===== config.mk =====
export PLATFORM = sky130hd
export DESIGN_NAME = univ_shift_reg
export DESIGN_NICKNAME = d
export VERILOG_FILES = /design/src/rtl/univ_shift_reg.sv
export SDC_FILE = /design/constraint.sdc
export NUM_CORES = 1
export LEC_CHECK = 0
export ABC_AREA = 1
export BUFFER_PORTS_ARGS = -buffer_cell sky130_fd_sc_hd__buf_2
export CORE_AREA = 10 10 58 60
export CTS_BUF_LIST = sky130_fd_sc_hd__clkbuf_4
export DETAILED_ROUTE_END_ITERATION = 10
export DIE_AREA = 0 0 68 70
export GPL_TIMING_DRIVEN = 0
export PLACE_DENSITY = 0.67
export SLEW_MARGIN = 20
export SYNTH_ARGS = -nofsm -noshare
export SYNTH_HDL_FRONTEND = slang
export SYNTH_SLANG_ARGS = --single-unit

===== constraint.sdc =====
create_clock -name clk -period 1.6 [get_ports clk]
set_clock_uncertainty 0.05 [all_clocks]
set_input_delay 0.32 -clock clk [delete_from_list [all_inputs] [get_ports clk]]
set_output_delay 0.32 -clock clk [all_outputs]
set_load 0.01 [all_outputs]

===== src/rtl/univ_shift_reg.sv =====
// ============================================================================
// Module   : univ_shift_reg
// Purpose  : Universal shift register with shift/rotate/arithmetic modes,
//            parallel load, clear and a frame bit counter with done pulse.
//            Optional registered even-parity output under USR_PARITY_EN.
// Revision : 1.0 - initial release
// ============================================================================
`default_nettype none

module univ_shift_reg #(
    parameter int WIDTH = 8,
    parameter int CW    = $clog2(WIDTH)
) (
    input  logic             clk,
    input  logic             reset,
    input  logic             enable,
    input  logic [2:0]       mode,
    input  logic             data_in,
    input  logic [WIDTH-1:0] par_in,
    output logic [WIDTH-1:0] data_out,
    output logic             serial_out,
    output logic [CW-1:0]    bit_cnt,
    output logic             frame_done,
    output logic             parity_out
);

    localparam logic [2:0]    c_MODE_HOLD  = 3'b000;
    localparam logic [2:0]    c_MODE_SHL   = 3'b001;
    localparam logic [2:0]    c_MODE_SHR   = 3'b010;
    localparam logic [2:0]    c_MODE_ROL   = 3'b011;
    localparam logic [2:0]    c_MODE_ROR   = 3'b100;
    localparam logic [2:0]    c_MODE_ASR   = 3'b101;
    localparam logic [2:0]    c_MODE_LOAD  = 3'b110;
    localparam logic [2:0]    c_MODE_CLEAR = 3'b111;
    localparam logic [CW-1:0] c_CNT_MAX    = CW'(WIDTH - 1);

    logic [WIDTH-1:0] r_data;
    logic             r_sout;
    logic [CW-1:0]    r_cnt;
    logic             r_done;

    logic [WIDTH-1:0] w_next_data;
    logic             w_next_sout;
    logic [CW-1:0]    w_next_cnt;
    logic             w_next_done;
    logic             w_shift;

    always_comb begin
        w_next_data = r_data;
        w_next_sout = r_sout;
        w_next_cnt  = r_cnt;
        w_next_done = 1'b0;
        w_shift     = 1'b0;
        if (enable) begin
            case (mode)
                c_MODE_HOLD: begin
                    w_next_data = r_data;
                end
                c_MODE_SHL: begin
                    w_next_data = {r_data[WIDTH-2:0], data_in};
                    w_next_sout = r_data[WIDTH-1];
                    w_shift     = 1'b1;
                end
                c_MODE_SHR: begin
                    w_next_data = {data_in, r_data[WIDTH-1:1]};
                    w_next_sout = r_data[0];
                    w_shift     = 1'b1;
                end
                c_MODE_ROL: begin
                    w_next_data = {r_data[WIDTH-2:0], r_data[WIDTH-1]};
                    w_next_sout = r_data[WIDTH-1];
                    w_shift     = 1'b1;
                end
                c_MODE_ROR: begin
                    w_next_data = {r_data[0], r_data[WIDTH-1:1]};
                    w_next_sout = r_data[0];
                    w_shift     = 1'b1;
                end
                c_MODE_ASR: begin
                    w_next_data = {r_data[WIDTH-1], r_data[WIDTH-1:1]};
                    w_next_sout = r_data[0];
                    w_shift     = 1'b1;
                end
                c_MODE_LOAD: begin
                    w_next_data = par_in;
                    w_next_cnt  = '0;
                end
                c_MODE_CLEAR: begin
                    w_next_data = '0;
                    w_next_sout = 1'b0;
                    w_next_cnt  = '0;
                end
                default: begin
                    w_next_data = r_data;
                end
            endcase
        end
        // Explicit wrap keeps non-power-of-two widths from ever reaching WIDTH
        if (w_shift) begin
            if (r_cnt == c_CNT_MAX) begin
                w_next_cnt  = '0;
                w_next_done = 1'b1;
            end else begin
                w_next_cnt  = r_cnt + CW'(1);
            end
        end
    end

    always_ff @(posedge clk) begin
        if (reset) begin
            r_data <= '0;
            r_sout <= 1'b0;
            r_cnt  <= '0;
            r_done <= 1'b0;
        end else begin
            r_data <= w_next_data;
            r_sout <= w_next_sout;
            r_cnt  <= w_next_cnt;
            r_done <= w_next_done;
        end
    end

`ifdef USR_PARITY_EN
    logic r_parity;

    always_ff @(posedge clk) begin
        if (reset) begin
            r_parity <= 1'b0;
        end else begin
            r_parity <= ^w_next_data;
        end
    end

    assign parity_out = r_parity;
`else
    assign parity_out = 1'b0;
`endif

    assign data_out   = r_data;
    assign serial_out = r_sout;
    assign bit_cnt    = r_cnt;
    assign frame_done = r_done;

endmodule

`default_nettype wire


==> out/metrics.cfg, run 1 <==
[routing]
routedWlPerCell_um = 12.2
routed_wl_um = 2380
ant_nets = 0
via_per_inst = 4.77
drt_iter0_markers = 46
drc_errors = 0
num_vias = 931
drtPass1Iterations = 4

[grt]
grt_max_degree = 11
first_global_vias = 946
gr-usage-all-layers_pct = 10.6
grt_pass1_wl_um = 4050
antenna_found_initial = 0
grt_overflow = 0

[synth]
synth_nets = 154
synth_top_area_cell = dfxtp_1
ys_top_cells_by_count = 50 x nand2_1, 18 x a21oi_1, 13 x dfxtp_1, 11 x inv_1, 8 x o21ai_0
ys_warn_count = 0
synth_area_um2 = 850
synth_area_leaders = dfxtp_1 31%, nand2_1 22%, a21oi_1 11%, ha_1 7.4%, inv_1 4.9%
synth_flop_cell = dfxtp_1
synth.most_common_cell = nand2_1
synth_edf_count = 0
yosysSeqAreaShare_pct = 30.6
ys_async_sr_fraction_pct = 0
yosys_register_bits = 13
netlist.area_leader.share_pct = 30.6
synth_cell_types = 19
synth.avg_cell_area_um2 = 6.34
netlist_instances = 134

[floorplanning]
die_height_um = 70
die_area_um2 = 4760
fp-row-count = 18
start_util_pct = 36.3
io_pins = 29
die_w_um = 68
core_area_um2 = 2340

[worst_setup_path]
cp-start-kind = input port
path_cells = buf_2 > inv_2 > ha_1 > clkinv_1 > o21ai_2 > a21oi_1 > a21oi_1
slowest_stage = o21ai_2
critical_path_arrival_ns = 1.61
crit_type = input port to register
cpPeakStageDelay_ns = 0.27
endpoint_kind = register
path_delay_family = compound AO/OA/AOI/OAI gates
worstPathMaxFanout = 10
required_ns = 1.78
path_buf_inv = 3
cpMostUsedCell = a21oi_1

[sta]
drv_slew = 0
min_period_ns = 1.43
rsz0062_at_grt = false
whs_ns = 0.191
fmax_ghz = 0.700
fin_ws_ns = 0.171
setup_viol = 0
fin_crit_sh_pct = 89.3
hold_viol = 0

[clock_network]
clock_path_buffers = 2
cts_sinks = 13
cts_htree_levels = 1
cts_tree = yes
clock_latency_ns = 0.29
cts_resized = 0
root_buffer = clkbuf_4
clk_pin_slew_worst_paths_ns = 0.09
cts_buffers = 3
cts_setup_buffers = 0
cts_hold_buffers = 0

[power_and_ir_drop]
peakVddDrop_v = 0.000404
leakage_nw = 0.571
power_density_nw_per_um2 = 746

[layout]
drive_above_1_share_pct = 26.1
n_fill_cell = 265
n_antenna_cell = 0
design_area_um2 = 1050
final_nets = 186
syn2layout_area_growth_pct = 23.9

[place]
place_congestion = 0.802
hpwl_um = 1840
place_area_um2 = 1020
io_buffers = 27
place_ws_ns = -0.129

[worst_hold_path]
min_path_type = input port to register

[run_status]
status = completed

[job]
max_cap_viol_count = 0

[per-stage QoR]
stage / setup TNS, ns / utilization [%] / instances / power [mW]
detailed placement: -0.728 / 43.6 / 191 / 0.556
finish: 0 / 44.9 / 195 / 0.785
global placement: -0.430 / 43.6 / 191 / 0.551
CTS: 0 / 44.9 / 195 / 0.789
floorplan: 0 / - / 134 / 0.482
global route: 0 / 44.9 / 195 / 0.833
[registers in the layout (all words and copies together) (netlist names)]
signal / cells
data_out: 8
serial_out: 1
bit_cnt: 3
frame_done: 1
[cell families after synthesis]
kind of cell	Yosys count	synth area share, %
simple gates	68	34.6
compound gates	30	19.0
buf+inv	17	7.95
flops	13	30.6
fa+ha+maj	5	7.36
other cells	1	0.441
[power by group]
group          switching [mW]  total (mW)  internal [mW]
clock network           0.123       0.237          0.114
registers              0.0189       0.362          0.344
logic                   0.115       0.185         0.0694
[worst paths after layout]
| check | from | to | slack [ns] | depth (start not counted) |
|---|---|---|---|---|
| worst max-delay path | mode[2] | data_out[6] | 0.17 | 7 |
| worst max register to register | bit_cnt[0] | bit_cnt[0] | 0.47 | 5 |
| worst min register to register | bit_cnt[2] | bit_cnt[2] | 0.44 | 2 |
| worst min-delay path | reset | data_out[0] | 0.19 | 2 |
[layer usage]
layer  up-vias  part of all wire [%]  routed length, um  GRT usage [%]
li1        495                     -                  -              -
met1       407                    43               1020           11.4
met2        24                    47               1110           17.3
met3         5                   8.2                196           3.99
met4         0                   2.1                 51           5.37
met5         -                     0                  0              0
[area by class of cell]
type	instances	area [um^2]	share of cell area (%)
Clock buffer	4	30.0	2.85
Multi-Input combinational cell	104	522	49.6
Buffer	1	7.51	0.713
Timing Repair Buffer	27	135	12.8
Tap cell	30	37.5	3.57
Inverter	16	60.1	5.71
Sequential cell	13	260	24.7
[cell usage in the layout (no fill, tap or decap)]
master,n
nand2_1,50
buf_2,27
a21oi_1,18
dfxtp_1,13
inv_1,11
o21ai_0,8
nand3_1,6
nor2_1,5
ha_1,5
inv_2,4
clkbuf_4,4
nand4_1,3
o21ai_2,2
nor2_2,2
nand2_2,1
o21ai_1,1
clkinv_1,1
nor2_8,1
a21oi_2,1
buf_4,1
conb_1,1
(Power assumes the default switching activity.)
==> inputs of run 2 (changes only) <==
Clock period 1.6 ns to 1.45 ns, I/O delays scaled along.
==> out/metrics.cfg, run 2 (synthesis gave the netlist of run 1 again) <==
[clock_network]
clock_path_buffers = 2  ; unchanged
cts_htree_levels = 1  ; unchanged
cts_buffers = 3  ; unchanged
clock_latency_ns = 0.29  ; about the same
clk_pin_slew_worst_paths_ns = 0.09  ; about the same
cts_resized = 0  ; unchanged
cts_tree = yes
cts_sinks = 13  ; unchanged
cts_hold_buffers = 0  ; unchanged
cts_setup_buffers = 0  ; unchanged
root_buffer = clkbuf_4

[worst_setup_path]
crit_start = mode[2]
r2r_end = bit_cnt[0]
reg2reg_depth = 5  ; unchanged
reg2reg_slack_ns = 0.32  ; -0.15 ns
cp-start-kind = input port
critical_path_arrival_ns = 1.48  ; -0.13 ns
endpoint_kind = register
crit_type = input port to register
crit_end = data_out[6]
required_ns = 1.63  ; -0.15 ns
r2r-start = bit_cnt[0]
worstPathMaxFanout = 10  ; unchanged

[run_status]
status = completed

[floorplanning]
start_util_pct = 36.3  ; unchanged
io_pins = 29  ; unchanged
die_w_um = 68  ; unchanged
fp-row-count = 18  ; unchanged
die_area_um2 = 4760  ; unchanged
core_area_um2 = 2340  ; unchanged
die_height_um = 70  ; unchanged

[routing]
via_per_inst = 4.79  ; +0.43%
routed_wl_um = 2380  ; -0.17%
routedWlPerCell_um = 12.2  ; -0.17%
ant_nets = 0  ; unchanged
num_vias = 935  ; +0.43%
drt_iter0_markers = 39  ; -15%
drc_errors = 0  ; unchanged
drtPass1Iterations = 4  ; unchanged

[layout]
largest_register_ffs = 8  ; unchanged
syn2layout_area_growth_pct = 25.2
mostFrequentLayoutCell = nand2_1
layout_common_cells = 50 x nand2_1, 27 x buf_2, 18 x a21oi_1
drive_above_1_share_pct = 26.7  ; +0.61 points
n_fill_cell = 261  ; -1.5%
final_nets = 186  ; unchanged
n_antenna_cell = 0  ; unchanged
multi_input_area_um2 = 529  ; +1.4%
register_area_um2 = 260  ; unchanged

[sta]
setup_viol = 0  ; unchanged
drv_slew = 0  ; unchanged
hold_viol = 0  ; unchanged
fmax_ghz = 0.765
setup-tns-final_ns = 0  ; unchanged
min_period_ns = 1.31
fin_crit_sh_pct = 90.1
rsz0062_at_grt = false

[power_and_ir_drop]
peakVddDrop_v = 0.000445  ; +10%
power_frac_comb_pct = 24.0  ; +0.4 points
leakage_nw = 0.571  ; about the same
p_sw_share_pct = 32.8  ; about the same
power_switching_mw = 0.285  ; +11%
intPower_mw = 0.583  ; +11%
seqPwrFrac_pct = 46.0  ; -0.2 points
clockPowerShare_pct = 30.0  ; -0.3 points
power_density_nw_per_um2 = 816  ; +9.5%
power.total_mw = 0.868  ; +11%

[worst_hold_path]
min_path_type = input port to register
hp-start = reset

[grt]
antenna_found_initial = 0  ; unchanged
grt_pass1_wl_um = 4050  ; unchanged
gr-usage-all-layers_pct = 10.6  ; unchanged
grt_overflow = 0  ; unchanged
first_global_vias = 946  ; unchanged
grt_max_degree = 11  ; unchanged

[place]
io_buffers = 27  ; unchanged
place_congestion = 0.802  ; unchanged
hpwl_um = 1840  ; unchanged

[job]
max_cap_viol_count = 0  ; unchanged

[run 2: cell types whose count changed in the layout (fill, tap and decap cells not counted)]
cell / previous run / this run
clkinv_1: 1 / 0
o21ai_2: 2 / 1
o21ai_4: 0 / 1
clkinvlp_4: 0 / 1
[run 2: layout make-up]
class / instances / area share, %
Sequential cell: 13 / 24.5
Inverter: 16 / 6.00
Clock buffer: 4 / 2.82
Multi-Input combinational cell: 104 / 49.8
Tap cell: 30 / 3.53
Buffer: 1 / 0.706
Timing Repair Buffer: 27 / 12.7
[run 2: how the worst min path moves through the flow]
stage / end / depth (start not counted)
after floorplan: data_out[0] / 1
after global placement: bit_cnt[2] / 2
after detailed placement: bit_cnt[2] / 2
after CTS: data_out[0] / 2
after global routing: data_out[0] / 2
final: data_out[0] / 2
[run 2: metrics by stage]
stage | instance area, um^2 | utilization [%] | std cells | setup WS [ns] | hold WS (ns)
6_report | 1060 | 45.4 | 195 | 0.143 | 0.160
5_1_grt | 1060 | 45.4 | 195 | 0.0539 | 0.167
4_1_cts | 1050 | 44.9 | 195 | 0.0428 | 0.164
3_5_place_dp | 1020 | 43.6 | 191 | -0.249 | 0.424
3_3_place_gp | 1020 | 43.6 | 191 | -0.209 | 0.416
2_1_floorplan | 850 | - | 134 | 0.241 | 0.302
[run 2: worst max-delay path, stage by stage]
cell and delay (ns):
buf_2 0.16, inv_2 0.14, ha_1 0.21, clkinvlp_4 0.23
o21ai_4 0.18, a21oi_1 0.12, a21oi_1 0.15
[run 2: power by group through the flow]
stage / clock network [mW] / logic (mW) / registers, mW
2_1_floorplan: 0 / 0.117 / 0.415
3_3_place_gp: 0 / 0.202 / 0.407
3_5_place_dp: 0 / 0.205 / 0.408
4_1_cts: 0.264 / 0.207 / 0.399
5_1_grt: 0.281 / 0.239 / 0.403
6_report: 0.261 / 0.208 / 0.400
[run 2: metal layers]
| metal | GRT usage [%] | routed length [um] |
|---|---|---|
| met1 | 11.4 | 995 |
| met2 | 17.3 | 1120 |
| met3 | 3.99 | 204 |
| met4 | 5.37 | 53 |
| met5 | 0 | 0 |
